`config.mk`:
```
export PLATFORM = sky130hd
export DESIGN_NAME = zet_int_sched
export DESIGN_NICKNAME = d
export VERILOG_FILES = /design/src/rtl/zet_int_sched.sv
export SDC_FILE = /design/constraint.sdc
export NUM_CORES = 1
export LEC_CHECK = 0
export CORE_UTILIZATION = 26
export DETAILED_ROUTE_END_ITERATION = 10
export GPL_TIMING_DRIVEN = 0
export HOLD_SLACK_MARGIN = 0.1
export MAX_ROUTING_LAYER = met4
export PLACE_DENSITY_LB_ADDON = 0.3
export SLEW_MARGIN = 20
export SYNTH_ARGS = -nofsm -noshare
export SYNTH_HDL_FRONTEND = slang
export SYNTH_SLANG_ARGS = --single-unit
export TNS_END_PERCENT = 50
```
`constraint.sdc`:
```
create_clock -name clk -period 3.5 [get_ports clk]
set_input_delay 0.875 -clock clk [delete_from_list [all_inputs] [get_ports clk]]
set_output_delay 0.875 -clock clk [all_outputs]
set_load 0.03 [all_outputs]
```
`src/rtl/zet_int_sched.sv`:
```
// Interrupt scheduler for the Zet decoder: latches edge-triggered IRQs and NMI,
// arbitrates against mask and in-service state, and supplies the acknowledge vector.
module zet_int_sched #(
  parameter logic [7:0] VEC_BASE = 8'h08,
  parameter logic [2:0] SPUR_IRQ = 3'd7
) (
  input  logic       clk,
  input  logic       rst,
  input  logic [7:0] irq,
  input  logic       nmi_in,
  input  logic       imr_we,
  input  logic [7:0] imr_wdata,
  input  logic       eoi,
  input  logic       inta,
  input  logic       nmia,
  output logic       intr,
  output logic       nmir,
  output logic [7:0] vec,
  output logic       vec_valid,
  output logic [7:0] imr,
  output logic [7:0] irr,
  output logic [7:0] isr
);

  typedef enum logic [1:0] {
    IDLE = 2'd0,
    REQ  = 2'd1,
    ACK  = 2'd2
  } state_t;

  function automatic logic [2:0] lowest_idx(input logic [7:0] v);
    logic [2:0] r;
    r = 3'd0;
    for (int i = 7; i >= 0; i--) begin
      if (v[i]) r = 3'(i);
    end
    return r;
  endfunction

  function automatic logic [7:0] le_mask(input logic [2:0] p);
    logic [7:0] m;
    m = 8'h00;
    for (int i = 0; i < 8; i++) begin
      m[i] = (3'(i) <= p);
    end
    return m;
  endfunction

  state_t     state_r, state_next_s;
  logic [7:0] irq_d_r, irr_r, isr_r, imr_r, vec_r;
  logic       nmi_d_r, nmir_r, vec_valid_r, intr_r;
  logic [7:0] irq_rise_s, pend_s, isr_eoi_s, irr_next_s, isr_next_s, ack_bit_s;
  logic [2:0] p_s;
  logic       elig_s, ack_s, nmi_rise_s;

  assign irq_rise_s = irq & ~irq_d_r;
  assign nmi_rise_s = nmi_in & ~nmi_d_r;
  assign pend_s     = irr_r & ~imr_r;
  assign p_s        = lowest_idx(pend_s);
  assign elig_s     = (pend_s != 8'h00) && ((isr_r & le_mask(p_s)) == 8'h00);
  assign ack_s      = inta & elig_s;
  assign ack_bit_s  = ack_s ? (8'h01 << p_s) : 8'h00;

  // Next-state request/acknowledge sequencing; an acknowledge overrides every state.
  always_comb begin
    state_next_s = state_r;
    case (state_r)
      IDLE:    if (elig_s) state_next_s = REQ; else state_next_s = IDLE;
      REQ:     if (!elig_s) state_next_s = IDLE; else state_next_s = REQ;
      ACK:     state_next_s = IDLE;
      default: state_next_s = IDLE;
    endcase
    if (inta) state_next_s = ACK;
    else state_next_s = state_next_s;
  end

  // EOI clears the lowest in-service bit before a same-cycle acknowledge sets a new one.
  always_comb begin
    isr_eoi_s = isr_r;
    if (eoi) isr_eoi_s = isr_r & (isr_r - 8'd1);
    else isr_eoi_s = isr_r;
    isr_next_s = isr_eoi_s | ack_bit_s;
    irr_next_s = (irr_r & ~ack_bit_s) | irq_rise_s;
  end

  // Architectural state, edge history and registered outputs.
  always_ff @(posedge clk) begin
    if (rst) begin
      state_r     <= IDLE;
      irq_d_r     <= 8'h00;
      nmi_d_r     <= 1'b0;
      irr_r       <= 8'h00;
      isr_r       <= 8'h00;
      imr_r       <= 8'hFF;
      vec_r       <= 8'h00;
      vec_valid_r <= 1'b0;
      nmir_r      <= 1'b0;
      intr_r      <= 1'b0;
    end else begin
      state_r     <= state_next_s;
      irq_d_r     <= irq;
      nmi_d_r     <= nmi_in;
      irr_r       <= irr_next_s;
      isr_r       <= isr_next_s;
      imr_r       <= imr_we ? imr_wdata : imr_r;
      vec_valid_r <= inta;
      intr_r      <= (state_next_s == REQ);
      if (inta) begin
        vec_r <= elig_s ? (VEC_BASE + {5'd0, p_s}) : (VEC_BASE + {5'd0, SPUR_IRQ});
      end else begin
        vec_r <= vec_r;
      end
      // A new NMI edge wins over a same-cycle acknowledge.
      if (nmi_rise_s) nmir_r <= 1'b1;
      else if (nmia) nmir_r <= 1'b0;
      else nmir_r <= nmir_r;
    end
  end

  assign intr      = intr_r;
  assign nmir      = nmir_r;
  assign vec       = vec_r;
  assign vec_valid = vec_valid_r;
  assign imr       = imr_r;
  assign irr       = irr_r;
  assign isr       = isr_r;

endmodule

```
# Word level (Yosys, flattened, before mapping)
# Cells that the tools add are included.
dict set report word_totals {
  mem_bits_rw 0
  word_cells 58
  in_bits 23
  mem_count 0
  mem_bits_ro 0
  latch_bits 0
  regBits 46
}
dict set report classes {
  eq_ne 2
  n_bitwise 13
  n_lt_le_gt_ge 8
  div 0
  n_addsub 2
  n_reduce_logical 6
  mul 0
  n_mux 16
  shifts 1
}
# operator count
set op_table {}
lappend op_table {{8-bit bitwise AND} 5}
lappend op_table {{3-bit 2-to-1 mux} 8}
lappend op_table {{8-bit inverter} 3}
lappend op_table {{8-bit 2-to-1 mux} 2}
lappend op_table {{8-bit OR} 2}
lappend op_table {{3-bit <= comparator (first input constant)} 4}
lappend op_table {{8-bit zero test} 1}
lappend op_table {{8-bit nonzero test} 1}
lappend op_table {{1-bit by 3-bit << shifter with 8-bit output (first input constant)} 1}
lappend op_table {{8-bit by 1-bit subtractor with 8-bit output (second input constant)} 1}
lappend op_table {{1-bit by 3-bit <= comparator with 1-bit output (first input constant)} 2}
lappend op_table {{2-bit by 3-bit <= comparator with 1-bit output (first input constant)} 2}
lappend op_table {{4-bit by 3-bit adder with 5-bit output (first input constant)} 1}
lappend op_table {{5-bit 2-to-1 mux} 1}
lappend op_table {{2-bit by 1-bit equality test with 1-bit output (second input constant)} 2}
lappend op_table {{2-bit 2-to-1 mux} 2}
lappend op_table {{1-bit 2-to-1 mux} 3}
lappend op_table {{1-bit bitwise AND} 2}
lappend op_table {{2-bit zero test} 1}
lappend op_table {{2-bit nonzero test} 1}
lappend op_table {{2-bit OR reduction} 1}
lappend op_table {{1-bit logical AND} 1}
lappend op_table {{1-bit inverter} 1}

# Longest topological paths before layout
dict set report depth {
  word_depth 19
  mapped_depth 8
}

# Least setup slack after synthesis
# Ideal clock, no wire load.
dict set report synth_path {
  path_kind {register -> register}
  start {register irr_r[6] (netlist: irr[6])}
  end {register irr_r[3] (netlist: irr[3])}
  setup_time_ns 0.117
  path_buffers 1
  t_arrival_ns 2.439
  stages_incl_launch_ff 9
  slack_ns 0.944
  path_cell_list {dfxtp_1 -> nor2b_4 -> nand2b_1 -> a31oi_1 -> a311o_1 -> or2_1 -> buf_6 -> or4_4 -> a32o_1}
}
dict set report synth_between {
  elab_chain_len 17
}
# element line_no
set synth_rtl {}
lappend synth_rtl {{start: declaration} 50} ;# logic [7:0] irq_d_r, irr_r, isr_r, imr_r, vec_r;
lappend synth_rtl {{start signal: assignment} 103} ;# irr_r <= irr_next_s;
lappend synth_rtl {{8-bit bitwise AND (*)} 58} ;# assign pend_s = irr_r & ~imr_r;
lappend synth_rtl {{3-bit 2-to-1 mux (7 in a row)} 35} ;# if (v[i]) r = 3'(i);
lappend synth_rtl {{1-bit by 3-bit <= comparator with 1-bit output, or another cell as far along} 44} ;# m[i] = (3'(i) <= p);
lappend synth_rtl {{8-bit bitwise AND} 60} ;# assign elig_s = (pend_s != 8'h00) && ((isr_r & le_mask(p_s)) == 8'h00);
lappend synth_rtl {{8-bit zero test} 60}
lappend synth_rtl {{1-bit logical AND} 60}
lappend synth_rtl {{1-bit bitwise AND} 61} ;# assign ack_s = inta & elig_s;
lappend synth_rtl {{8-bit 2-to-1 mux (*)} 62} ;# assign ack_bit_s = ack_s ? (8'h01 << p_s) : 8'h00;
lappend synth_rtl {{8-bit inverter (*)} 83} ;# irr_next_s = (irr_r & ~ack_bit_s) | irq_rise_s;
lappend synth_rtl {{8-bit bitwise AND (*)} 83}
lappend synth_rtl {{8-bit OR (*)} 83}
# Mark *: on every way between the ends. The rest lies on a longest branch, timed or not.
# A chain may end at the register's enable or synchronous reset.

# Worst setup path after layout
dict set report layout_path {
  start {input inta}
  end {register irr_r[1] (netlist: irr[1])}
}
dict set report layout_between {
  elab_chain_len 5
}
# element line_no
set layout_rtl {}
lappend layout_rtl {{start: declaration} 14} ;# input logic inta,
lappend layout_rtl {{1-bit bitwise AND} 61}
lappend layout_rtl {{8-bit 2-to-1 mux} 62}
lappend layout_rtl {{8-bit inverter} 83}
lappend layout_rtl {{8-bit bitwise AND} 83}
lappend layout_rtl {{8-bit OR} 83}
# No other way between the ends.

==> summary.md <==
| Metric | Value |
|---|---|
| Outcome | `finished, final reports clean` |
| CTS root buf | `clkbuf_8` |
| Setup TNS Final | `0 ns` |
| Kind of critical path | `input port to register` |
| Synth unique cells | `45` |
| Total core area | `6390 um2` |
| RSZ-0062 raised after global routing | `false` |
| Met3 Routed Length | `223 um` |
| Max transition margin | `40.2%` |
| Die Span Y | `83.6 um` |
| DRC Markers | `0` |
| CTS H-Tree Depth | `2` |
| Total wire length | `4.38 mm` |
| Placed inst area | `2360 um2` |
| Wire length on met2 | `1.99 mm` |
| Final Cycle Share | `81.5%` |
| Maximum VDD drop | `0.191 mV` |
| Layout area overhead | `41.0%` |
| TritonCTS Buffers | `5` |
| Fin cells | `327` |
| Worst-path clk slew | `0.08 ns` |
| Final hold viol count | `0` |
| Top sig layer | `met4` |
| Clock latency on the worst-skew pair | `0.29 ns` |
| CP endpoint kind | `register` |
| Iteration-0 DRC count of the detailed router | `62` |
| Arr. time, crit path | `3.04 ns` |
| Hold slack | `0.463 ns` |
| Post-synthesis cell count | `188` |
| Vias per cell | `4.62` |
| Buffers on Ports | `52` |
| Gr usage total | `13.4%` |
| Placed Instances | `320` |
| Post-CTS setup buffer count | `0` |
| MaxCap Viol Count | `0` |
| Clk sink count | `40` |
| First-pass GRT wire length | `7.19 mm` |
| Setup Viol. Count Final | `0` |
| # IOs | `58` |
| Hold Path Origin | `vec[3]` |
| Die width | `83.6 um` |
| Drt pass-1 iters | `4` |
| LEAKAGE | `0.000960 uW` |
| DR vias | `1510` |
| Seq/Total Area, Yosys | `46.3%` |
| Met1 wire length | `2.12 mm` |
| Ant. Diodes | `0` |
| GRT Residual Overflow | `0` |
| HP Class | `register to register` |
| Setup crit start | `inta` |
| Final Max Tran Viols | `0` |
| Fmax | `351 MHz` |
| Worst slew pin tran | `0.890 ns` |
| Routed Antenna Nets | `0` |
| Share of cells above drive strength 1 | `8.40%` |
| Mapped cell area | `1730 um2` |
| Initial Util | `27.1%` |
| Vias in the first global route | `1479` |
| Yosys warnings | `0` |
| Yosys reg bits | `40` |
| Post-cts hold buffer count | `0` |
| Final RePlAce weighted congestion | `0.874` |
| Worst Skew | `0.00212 ns` |
| Reg-to-reg startpoint | `irr[6]` |
| Post_cts resized | `0` |
| Syn avg cell area | `9.20 um2` |
| Final net count | `273` |
| Detailed placement HPWL | `3.40 mm` |
| Routed len/inst | `13.4 um` |
| Die area | `6980 um2` |
| Main synth FF type | `dfxtp_1` |
| Antenna violations before repair | `0` |
| Synth async-reset ratio | `0%` |
| EDFF count, synth | `0` |
| Std-Cell Rows | `29` |
| Bufs on Longest Clock Path | `2` |
| CTS tree | `yes` |
| Pwr/cell area | `421 nW/um2` |
| Critical path peak fanout | `8` |
| Critical path launch point type | `input port` |
| Post-Layout Inst Area | `2440 um2` |
| Fin crit period | `2.85 ns` |
| CP required | `3.68 ns` |
| Largest net degree at the start of global routing | `13` |
-- synthesized netlist by cell type (2+ instances only) --
library cell,count,share of area [%]
nor2_1,15,3.3
o32ai_1,2,1.0
nor2b_4,2,1.6
a21oi_1,13,3.8
nand2_1,16,3.5
a31oi_1,3,1.1
nand2b_4,2,1.6
a211o_1,2,1.0
buf_4,4,1.7
a32o_1,3,1.7
and2_4,2,1.0
or3_1,3,1.1
dfxtp_1,40,46
buf_1,2,0.43
nor3_1,3,0.87
nor2b_1,16,5.8
o2bb2ai_1,2,1.0
mux2i_1,9,5.2
inv_1,7,1.5
o21ai_0,5,1.4
o211ai_1,2,0.87
or4_1,2,0.87
clkbuf_1,2,0.43
o21a_1,3,1.3
nand2b_1,8,2.9
-- report_power, final --
group          internal, uW  switching (uW)  total, uW
Clock                   135             156        291
Sequential              483            21.2        504
Combinational           107             123        231
-- routing by layer --
layer  vias up  GRT usage [%]
li1        770              -
met1       693           16.7
met2        42           21.2
met3         5           3.66
met4         0           4.31
met5         -              -
-- critical path, stage by stage --
cell             delay [ns]
clkdlybuf4s50_1        0.59
inv_1                  0.09
a311o_1                0.28
or2_1                  0.22
buf_6                  0.14
or4_1                  0.54
a32o_1                 0.29
-- metrics by stage --
| step | setup slack [ns] | utilization, % | total power, uW |
|---|---|---|---|
| after detailed placement | 0.365 | 36.9 | 746 |
| after floorplan | 0.944 | - | 652 |
| after global routing | 0.556 | 38.2 | 1080 |
| after CTS | 0.666 | 38.2 | 1040 |
| final | 0.649 | 38.2 | 1030 |
| after global placement | 0.373 | 36.9 | 746 |
-- flip-flops by register name, indices dropped and copies added (netlist names) --
register,flops
imr,8
irq_d_r,8
irr,8
isr,8
vec,4
state_r,2
nmi_d_r,1
nmir,1
-- cell type report --
class	instances	area, um2
Buffer	9	56.3
Clock inverter	2	12.5
Sequential cell	40	801
Fill cell	661	3950
Inverter	8	30.0
Tap cell	77	96.3
Clock buffer	5	68.8
Multi-Input combinational cell	134	853
Timing Repair Buffer	52	520
-- path summary, 6_finish.rpt --
kind	end	slack, ns	depth (start not counted)
min	vec[3]	0.46	2
max	irr[1]	0.65	7
min reg2reg	vec[3]	0.46	2
max reg2reg	irr[1]	0.93	8
-- placed cells by master (no fill, tap or decap), drive strengths merged, types with 2 or more instances in the layout --
| master | instances |
|---|---|
| a211o | 2 |
| a21oi | 13 |
| a31o | 2 |
| a31oi | 3 |
| a32o | 3 |
| and2 | 2 |
| buf | 7 |
| clkbuf | 7 |
| clkdlybuf4s50 | 52 |
| clkinv | 2 |
| conb | 4 |
| dfxtp | 40 |
| inv | 7 |
| mux2i | 9 |
| nand2 | 16 |
| nand2b | 10 |
| nor2 | 15 |
| nor2b | 18 |
| nor3 | 3 |
| o211ai | 2 |
| o21a | 3 |
| o21ai | 5 |
| o2bb2ai | 2 |
| o32ai | 2 |
| or2 | 2 |
| or3 | 3 |
| or4 | 3 |
-- cells by family after synthesis --
| logic type | synth area share [%] |
|---|---|
| buffers and inverters | 4.99 |
| DFF | 46.3 |
| other | 0.217 |
| and+or+nand+nor | 25.2 |
| AOI/OAI and AO/OA | 18.1 |
| muxes | 5.21 |
Power figures use the tool's default switching activity.
